==> config.mk <==
export PLATFORM = sky130hd
export DESIGN_NAME = ha4_add_sched
export DESIGN_NICKNAME = d
export VERILOG_FILES = /design/src/rtl/ha4_add_sched.sv
export SDC_FILE = /design/constraint.sdc
export NUM_CORES = 1
export LEC_CHECK = 0
export ABC_CLOCK_PERIOD_IN_PS = 2200
export CAP_MARGIN = 20
export CORE_UTILIZATION = 40
export CTS_BUF_LIST = sky130_fd_sc_hd__clkbuf_8 sky130_fd_sc_hd__clkbuf_16
export CTS_CLUSTER_SIZE = 28
export DETAILED_ROUTE_END_ITERATION = 16
export PLACE_DENSITY = 0.68
export REMOVE_ABC_BUFFERS = 1
export SETUP_SLACK_MARGIN = 0.3
export SLEW_MARGIN = 20
export SYNTH_ARGS = -nofsm -noshare
export SYNTH_HDL_FRONTEND = slang
export SYNTH_SLANG_ARGS = --single-unit
==> constraint.sdc <==
create_clock -name clk -period 2.2 [get_ports clk]
set_clock_uncertainty 0.15 [all_clocks]
set_input_delay 0.22 -clock clk [delete_from_list [all_inputs] [get_ports clk]]
set_output_delay 0.22 -clock clk [all_outputs]
set_load 0.01 [all_outputs]
==> src/rtl/ha4_add_sched.sv <==
// rtl/ha4_add_sched.sv - two-requester adder scheduler built on one iterative half-adder datapath
module ha4_add_sched #(
  parameter int W = 4
) (
  input  logic         clk,
  input  logic         rst_n,
  input  logic         req0_valid,
  output logic         req0_ready,
  input  logic [W-1:0] req0_a,
  input  logic [W-1:0] req0_b,
  input  logic         req1_valid,
  output logic         req1_ready,
  input  logic [W-1:0] req1_a,
  input  logic [W-1:0] req1_b,
  output logic         rsp_valid,
  input  logic         rsp_ready,
  output logic         rsp_id,
  output logic [W-1:0] rsp_sum,
  output logic         rsp_cout,
  output logic [4:0]   rsp_steps,
  output logic         busy
);

  typedef enum logic [1:0] {IDLE, CALC, DONE} state_t;

  state_t       state_q, state_nx;
  logic [W-1:0] x_q, x_nx;
  logic [W-1:0] y_q, y_nx;
  logic         cout_q, cout_nx;
  logic [4:0]   steps_q, steps_nx;
  logic         id_q, id_nx;
  logic         last_q, last_nx;

  logic [W-1:0] hs, hc;
  logic         gnt_any, gnt_idx, rdy_en, done;

  assign hs = x_q ^ y_q;
  assign hc = x_q & y_q;

  // Round-robin only matters on contention; a lone requester always wins.
  assign gnt_any = req0_valid | req1_valid;
  assign gnt_idx = (req0_valid && req1_valid) ? ~last_q : req1_valid;

  // Gated with rst_n so the readys stay low while reset is held.
  assign rdy_en     = rst_n && (state_q == IDLE);
  assign req0_ready = rdy_en && gnt_any && !gnt_idx;
  assign req1_ready = rdy_en && gnt_any && gnt_idx;

  always_ff @(posedge clk or negedge rst_n) begin
    if (!rst_n) begin
      state_q <= IDLE;
      x_q     <= '0;
      y_q     <= '0;
      cout_q  <= 1'b0;
      steps_q <= '0;
      id_q    <= 1'b0;
      last_q  <= 1'b1;
    end else begin
      state_q <= state_nx;
      x_q     <= x_nx;
      y_q     <= y_nx;
      cout_q  <= cout_nx;
      steps_q <= steps_nx;
      id_q    <= id_nx;
      last_q  <= last_nx;
    end
  end

  always_comb begin
    state_nx = state_q;
    x_nx     = x_q;
    y_nx     = y_q;
    cout_nx  = cout_q;
    steps_nx = steps_q;
    id_nx    = id_q;
    last_nx  = last_q;
    case (state_q)
      IDLE: begin
        if (gnt_any) begin
          x_nx     = gnt_idx ? req1_a : req0_a;
          y_nx     = gnt_idx ? req1_b : req0_b;
          cout_nx  = 1'b0;
          steps_nx = '0;
          id_nx    = gnt_idx;
          last_nx  = gnt_idx;
          state_nx = CALC;
        end
      end
      CALC: begin
        // Carry word shifts left each step, so it empties within W iterations.
        if (y_q != '0) begin
          x_nx     = hs;
          y_nx     = {hc[W-2:0], 1'b0};
          cout_nx  = cout_q | hc[W-1];
          steps_nx = steps_q + 5'd1;
        end else begin
          state_nx = DONE;
        end
      end
      DONE: begin
        if (rsp_ready) state_nx = IDLE;
      end
      default: state_nx = IDLE;
    endcase
  end

  assign done      = (state_q == DONE);
  assign rsp_valid = done;
  assign rsp_sum   = done ? x_q : '0;
  assign rsp_cout  = done && cout_q;
  assign rsp_steps = done ? steps_q : 5'd0;
  assign rsp_id    = done && id_q;
  assign busy      = (state_q != IDLE);

endmodule

==> flow_metrics.py, run 1 <==
metrics = {
    "global_routing": {
        "grt_usage_pct": 20.31,
        "grt_remaining_overflow": 0,
        "antenna_found_initial": 0,
        "grt_pass1_wl_um": 4912,
        "grt_max_degree": 20,
        "grt_pass1_vias": 1110,
    },
    "layout": {
        "regArea_sq_um": 451.7,
        "drive_gt1_share_pct": 20.23,
        "area_growth_pct": 50.22,
        "post-route-util_pct": 62.97,
        "nets": 200,
        "final_cell_mix": "clkdlybuf4s50_1 (22), and2_1 (20), buf_4 (19)",
        "filler_cell_count": 245,
        "final_common_cell": "clkdlybuf4s50_1",
        "multi_input_area_sq_um": 669.4,
        "antennaDiodeCount": 0,
    },
    "drt": {
        "wl_per_cell_um": 14.46,
        "drcViolationCount": 0,
        "drtPass1Iterations": 4,
        "wl_um": 2949,
        "vias_per_cell": 5.657,
        "drtIter0Drc": 25,
        "vias": 1154,
        "drtAntennaViolNets": 0,
    },
    "timing": {
        "finalMaxSlewViolations": 0,
        "max_freq_mhz": 541.9,
        "rsz0062_at_grt": "yes",
        "worst_pin_slew_ns": 0.3836,
        "finalSetupTns_ns": 0,
        "setup_viol": 0,
        "fin_crit_sh_pct": 83.88,
        "finalHoldViolations": 0,
        "timing.slew.headroom_pct": 74.19,
        "period_minus_slack_ns": 1.845,
    },
    "critical_path": {
        "crit_required_ns": 1.83,
        "cp_max_fo": 6,
        "reg2reg_depth": 3,
        "end_kind": "output pin",
        "critPathLaunchType": "flip-flop",
        "critical_path_arrival_ns": 1.48,
        "crit_type": "reg -> out",
    },
    "die": {
        "initial_core_util_pct": 41.92,
        "coreArea_sq_um": 2734,
        "fp.dieW_um": 55.53,
        "rows": 19,
        "die_area_sq_um": 3084,
        "pin_count": 36,
        "fp.dieH_um": 55.53,
    },
    "run_status": {
        "status": "complete, no violations",
    },
    "synthesis": {
        "netlist_instances": 122,
        "yosysWarnings": 0,
        "seq_area_frac_synth_pct": 39.41,
        "synth_seq_cells": 18,
        "synth.avg_cell_area_sq_um": 9.394,
        "synth_area_sq_um": 1146,
        "yosysUniqueCellTypes": 29,
    },
    "clock_network": {
        "clkSlewWorstSetupHoldPaths_ns": 0.07,
        "cts_buffers": 3,
        "cts_tree": "done",
        "holdBufCountCts": 0,
        "clock-sinks": 18,
        "root_buffer": "clkbuf_8",
        "clock_latency_ns": 0.26,
        "cts_htree_levels": 1,
        "clockBufferDepth": 2,
    },
    "place": {
        "place_congestion": 0.8241,
        "place_hpwl_um": 2247,
        "portBuffers": 35,
    },
    "power": {
        "p_per_area_nw_per_um2": 1186,
        "ir_worst_vdd_v": 0.0006249,
        "power_mw": 2.042,
        "cellLeakagePower_nw": 0.8279,
    },
    "flow_run": {
        "maxCapViolCount": 0,
    },
    "hold_path": {
        "min_path_type": "in -> async",
    },
}
timing repair:
item,in CTS,in global routing
hold endpoints to repair,0,0
endpoints found under the setup margin,15,11
gates cloned,0,1
resized for setup,16,8
setup buffers,4,3
pin swaps,1,1
routing by layer:
| metal | GRT usage [%] | wire (um) | up-vias |
|---|---|---|---|
| li1 | - | - | 563 |
| met3 | 3.513 | 133 | 7 |
| met1 | 23.01 | 1241 | 549 |
| met2 | 37.18 | 1518 | 35 |
| met4 | 8.571 | 55 | 0 |
| met5 | 0 | 0 | - |
critical path, cell delays in order (launching register included):
cell and delay, ns:
dfrtp_1 0.42, buf_4 0.16, nor2_2 0.14, inv_2 0.09, nor2_2 0.12, and3_1 0.15
clkbuf_2 0.13
Yosys cell counts, drive strengths merged:
| library cell | count | share of area, % |
|---|---|---|
| ha | 5 | 5.5 |
| clkbuf | 5 | 1.6 |
| a221oi | 7 | 5.3 |
| nor2 | 11 | 3.6 |
| dfstp | 1 | 2.3 |
| nand4 | 2 | 1.1 |
| a2bb2oi | 1 | 2.3 |
| dfrtp | 17 | 37 |
| or4 | 2 | 1.3 |
| a21oi | 2 | 0.87 |
| nor3 | 2 | 0.87 |
| nand2 | 3 | 0.98 |
| and3 | 1 | 0.55 |
| mux2i | 4 | 3.5 |
| nand2b | 1 | 0.55 |
| nor4 | 1 | 0.55 |
| o22ai | 1 | 0.55 |
| o31ai | 8 | 5.2 |
| nor2b | 2 | 1.1 |
| inv | 5 | 1.6 |
| and2 | 20 | 11 |
| a21bo | 1 | 0.87 |
| o221ai | 8 | 6.1 |
| buf | 4 | 1.6 |
| a31oi | 2 | 1.1 |
| a21o | 1 | 0.66 |
| nand3 | 1 | 0.44 |
| o21ai | 4 | 1.7 |
flip-flops by register name (all words and copies together), names as in the netlist:
signal and count:
cout_q 1, id_q 1, last_q 1, state_q 2, steps_q 5, x_q 4
y_q 4
worst paths after layout:
path / start / slack (ns) / end
max: state_q[0] / 0.35 / req0_ready
min: rst_n / 0.20 / x_q[1]
max reg2reg: y_q[1] / 0.47 / y_q[2]
min reg2reg: steps_q[4] / 0.32 / steps_q[4]
max in group asynchronous: rst_n / 1.44 / last_q
min in group clk: steps_q[4] / 0.32 / steps_q[4]
kinds of logic after synthesis:
group,Yosys count,synth area share (%)
adders and majority gates,5,5.459
and+or+nand+nor,46,21.94
AOI/OAI and AO/OA,35,24.78
buffers and inverters,14,4.912
DFF,18,39.41
muxes,4,3.494
report_power, final:
| group | internal [mW] | switching [mW] |
|---|---|---|
| Sequential | 0.483 | 0.132 |
| Clock | 0.159 | 0.114 |
| Combinational | 0.575 | 0.579 |
through the flow:
| step | hold slack [ns] | instances | area (sq um) | worst slack, ns |
|---|---|---|---|---|
| 2_1_floorplan | -0.2256 | 113 | 1109 | 0.3726 |
| 3_3_place_gp | 0.3041 | 192 | 1595 | 0.1321 |
| 3_5_place_dp | 0.3232 | 192 | 1595 | 0.1394 |
| 4_1_cts | 0.2213 | 200 | 1680 | 0.2267 |
| 5_1_grt | 0.2409 | 204 | 1722 | 0.2794 |
| 6_report | 0.2040 | 204 | 1722 | 0.3546 |
layout make-up:
type / count / area share, %
multi-input cells: 91 / 38.88
repair buffers: 55 / 28.34
flip-flops and latches: 18 / 26.24
clock buffers: 4 / 3.198
well taps: 31 / 2.253
inverters: 5 / 1.090
Note: power is estimated with default switching activity, not from simulation.
==> run 2, diff against run 1 <==
Settings changed: ABC_CLOCK_PERIOD_IN_PS 2200 to 1800.
Clock period 2.2 ns to 1.8 ns, I/O delays scaled along.
==> run 2 against run 1 <==
- clock-buffer cell count stayed put
- hold slack got worse by 0.050 ns
- register-to-register slack worse by 0.33 ns
- routed wire length rose by 22%
- sequential cell count did not move
- cell count grew 3.9%
- via count increased by 5.5%
- largest power group unchanged
- highest routed layer unchanged
==> flow_metrics.py, run 2 (same netlist as run 1, synthesis figures left out) <==
metrics = {
    "critical_path": {
        "slowest_delay_ns": 0.60,
        "crit_family": "simple AND/OR/NAND/NOR gates",
        "crit_required_ns": 1.84,
        "critPathLaunchType": "flip-flop",
        "path_buf_inv": 1,
        "crit_chain": "or4_4 > buf_6 > nand4_1 > mux2i_1",
        "crit_type": "reg -> reg",
        "cpMaxStageDelayCell": "or4_4",
        "cp_max_fo": 4,
        "critical_path_arrival_ns": 1.69,
        "end_kind": "flip-flop",
    },
    "die": {
        "fp.dieH_um": 55.53,
        "initial_core_util_pct": 41.92,
        "coreArea_sq_um": 2734,
        "die_area_sq_um": 3084,
        "rows": 19,
        "pin_count": 36,
        "fp.dieW_um": 55.53,
    },
    "timing": {
        "finalMaxSlewViolations": 0,
        "setup_slack_ns": 0.1444,
        "finalHoldViolations": 0,
        "setup_viol": 0,
        "max_freq_mhz": 604.0,
        "rsz0062_at_grt": "yes",
        "timing.slew.headroom_pct": 79.03,
        "period_minus_slack_ns": 1.656,
        "worst_pin_slew_ns": 0.3145,
        "fin_crit_sh_pct": 91.98,
    },
    "clock_network": {
        "clock-sinks": 18,
        "clock_latency_ns": 0.26,
        "clkSlewWorstSetupHoldPaths_ns": 0.08,
        "cts_tree": "done",
        "cts_htree_levels": 1,
        "clockBufferDepth": 2,
        "root_buffer": "clkbuf_8",
        "holdBufCountCts": 0,
        "cts_buffers": 3,
    },
    "layout": {
        "final_common_cell": "buf_4",
        "largest_reg_flops": 5,
        "multi_input_area_sq_um": 815.8,
        "final_cell_mix": "buf_4 (21), clkdlybuf4s50_1 (19), buf_6 (19)",
        "drive_gt1_share_pct": 45.30,
        "filler_cell_count": 211,
        "antennaDiodeCount": 0,
        "regArea_sq_um": 451.7,
        "area_growth_pct": 71.51,
        "nets": 208,
        "top_register": "steps_q",
        "top_regs": "steps_q (5), x_q (4), y_q (4)",
        "stdcell_count": 212,
    },
    "power": {
        "cellLeakagePower_nw": 0.8889,
        "p_per_area_nw_per_um2": 1560,
        "ir_worst_vdd_v": 0.001098,
    },
    "drt": {
        "vias": 1218,
        "drtIter0Drc": 19,
        "drtPass1Iterations": 4,
        "wl_per_cell_um": 16.91,
        "drtAntennaViolNets": 0,
        "vias_per_cell": 5.745,
        "drcViolationCount": 0,
        "wl_um": 3585,
    },
    "place": {
        "place_congestion": 0.7644,
        "pre_cts_slack_ns": -0.1703,
        "dp.cells": 202,
        "portBuffers": 35,
        "place_hpwl_um": 2418,
    },
    "global_routing": {
        "antenna_found_initial": 0,
        "grt_pass1_vias": 1267,
        "grt_max_degree": 20,
        "grt_usage_pct": 23.66,
        "grt_remaining_overflow": 0,
        "grt_pass1_wl_um": 5533,
    },
    "hold_path": {
        "min_path_type": "in -> async",
    },
    "flow_run": {
        "maxCapViolCount": 0,
    },
    "run_status": {
        "status": "complete, no violations",
    },
}
run 2: cell types whose count changed in the layout (fill, tap and decap cells not counted), sizes merged:
cell and change:
dlymetal6s2s -2, buf +23, clkbuf -2, dlygate4sd2 -8, clkdlybuf4s50 -3
run 2: final timing paths:
check,depth (start not counted),to,slack (ns),start
max in group asynchronous,2,state_q[1],1.07,rst_n
setup reg to reg,4,steps_q[3],0.14,y_q[2]
min in group clk,1,steps_q[4],0.32,steps_q[4]
hold / removal,2,y_q[3],0.15,rst_n
hold reg to reg,1,steps_q[4],0.32,steps_q[4]
setup / recovery,4,steps_q[3],0.14,y_q[2]
run 2: what timing repair did:
item	4_1_cts	5_1_grt
resized for setup	89	27
setup endpoints to repair	30	29
cloned	1	0
pin swaps	21	9
endpoints found under the hold margin	0	0
setup buffers	3	2
run 2: final cells by class:
type | instances | share of cell area [%]
sequential | 18 | 22.98
multi-input combinational | 91 | 41.50
tap | 31 | 1.973
clock buffer | 4 | 2.801
inverter | 5 | 0.9548
timing repair buffer | 63 | 29.79
run 2: power by group:
part           switching, mW  internal (mW)
Combinational           1.01          0.984
Clock                  0.146          0.195
Sequential             0.143          0.590
Total                   1.30           1.77
run 2: per-layer routing:
layer / track usage (%) / part of all wire (%) / vias up
met4: 14.29 / 2.8 / 0
met1: 24.10 / 38 / 590
met3: 4.450 / 4.0 / 9
li1: - / - / 575
met2: 44.06 / 55 / 44
met5: 0 / 0 / -
run 2: through the flow:
stage / power [mW] / TNS [ns] / hold WS, ns / utilization, % / area (sq um)
6_report: 3.066 / 0 / 0.1539 / 71.90 / 1966
4_1_cts: 2.708 / 0 / 0.1407 / 66.45 / 1817
3_5_place_dp: 2.165 / -0.4660 / 0.3083 / 61.10 / 1670
2_1_floorplan: 1.483 / -0.1829 / -0.2656 / - / 1109
5_1_grt: 3.250 / 0 / 0.1672 / 71.90 / 1966
3_3_place_gp: 2.093 / -0.3148 / 0.3010 / 61.10 / 1670
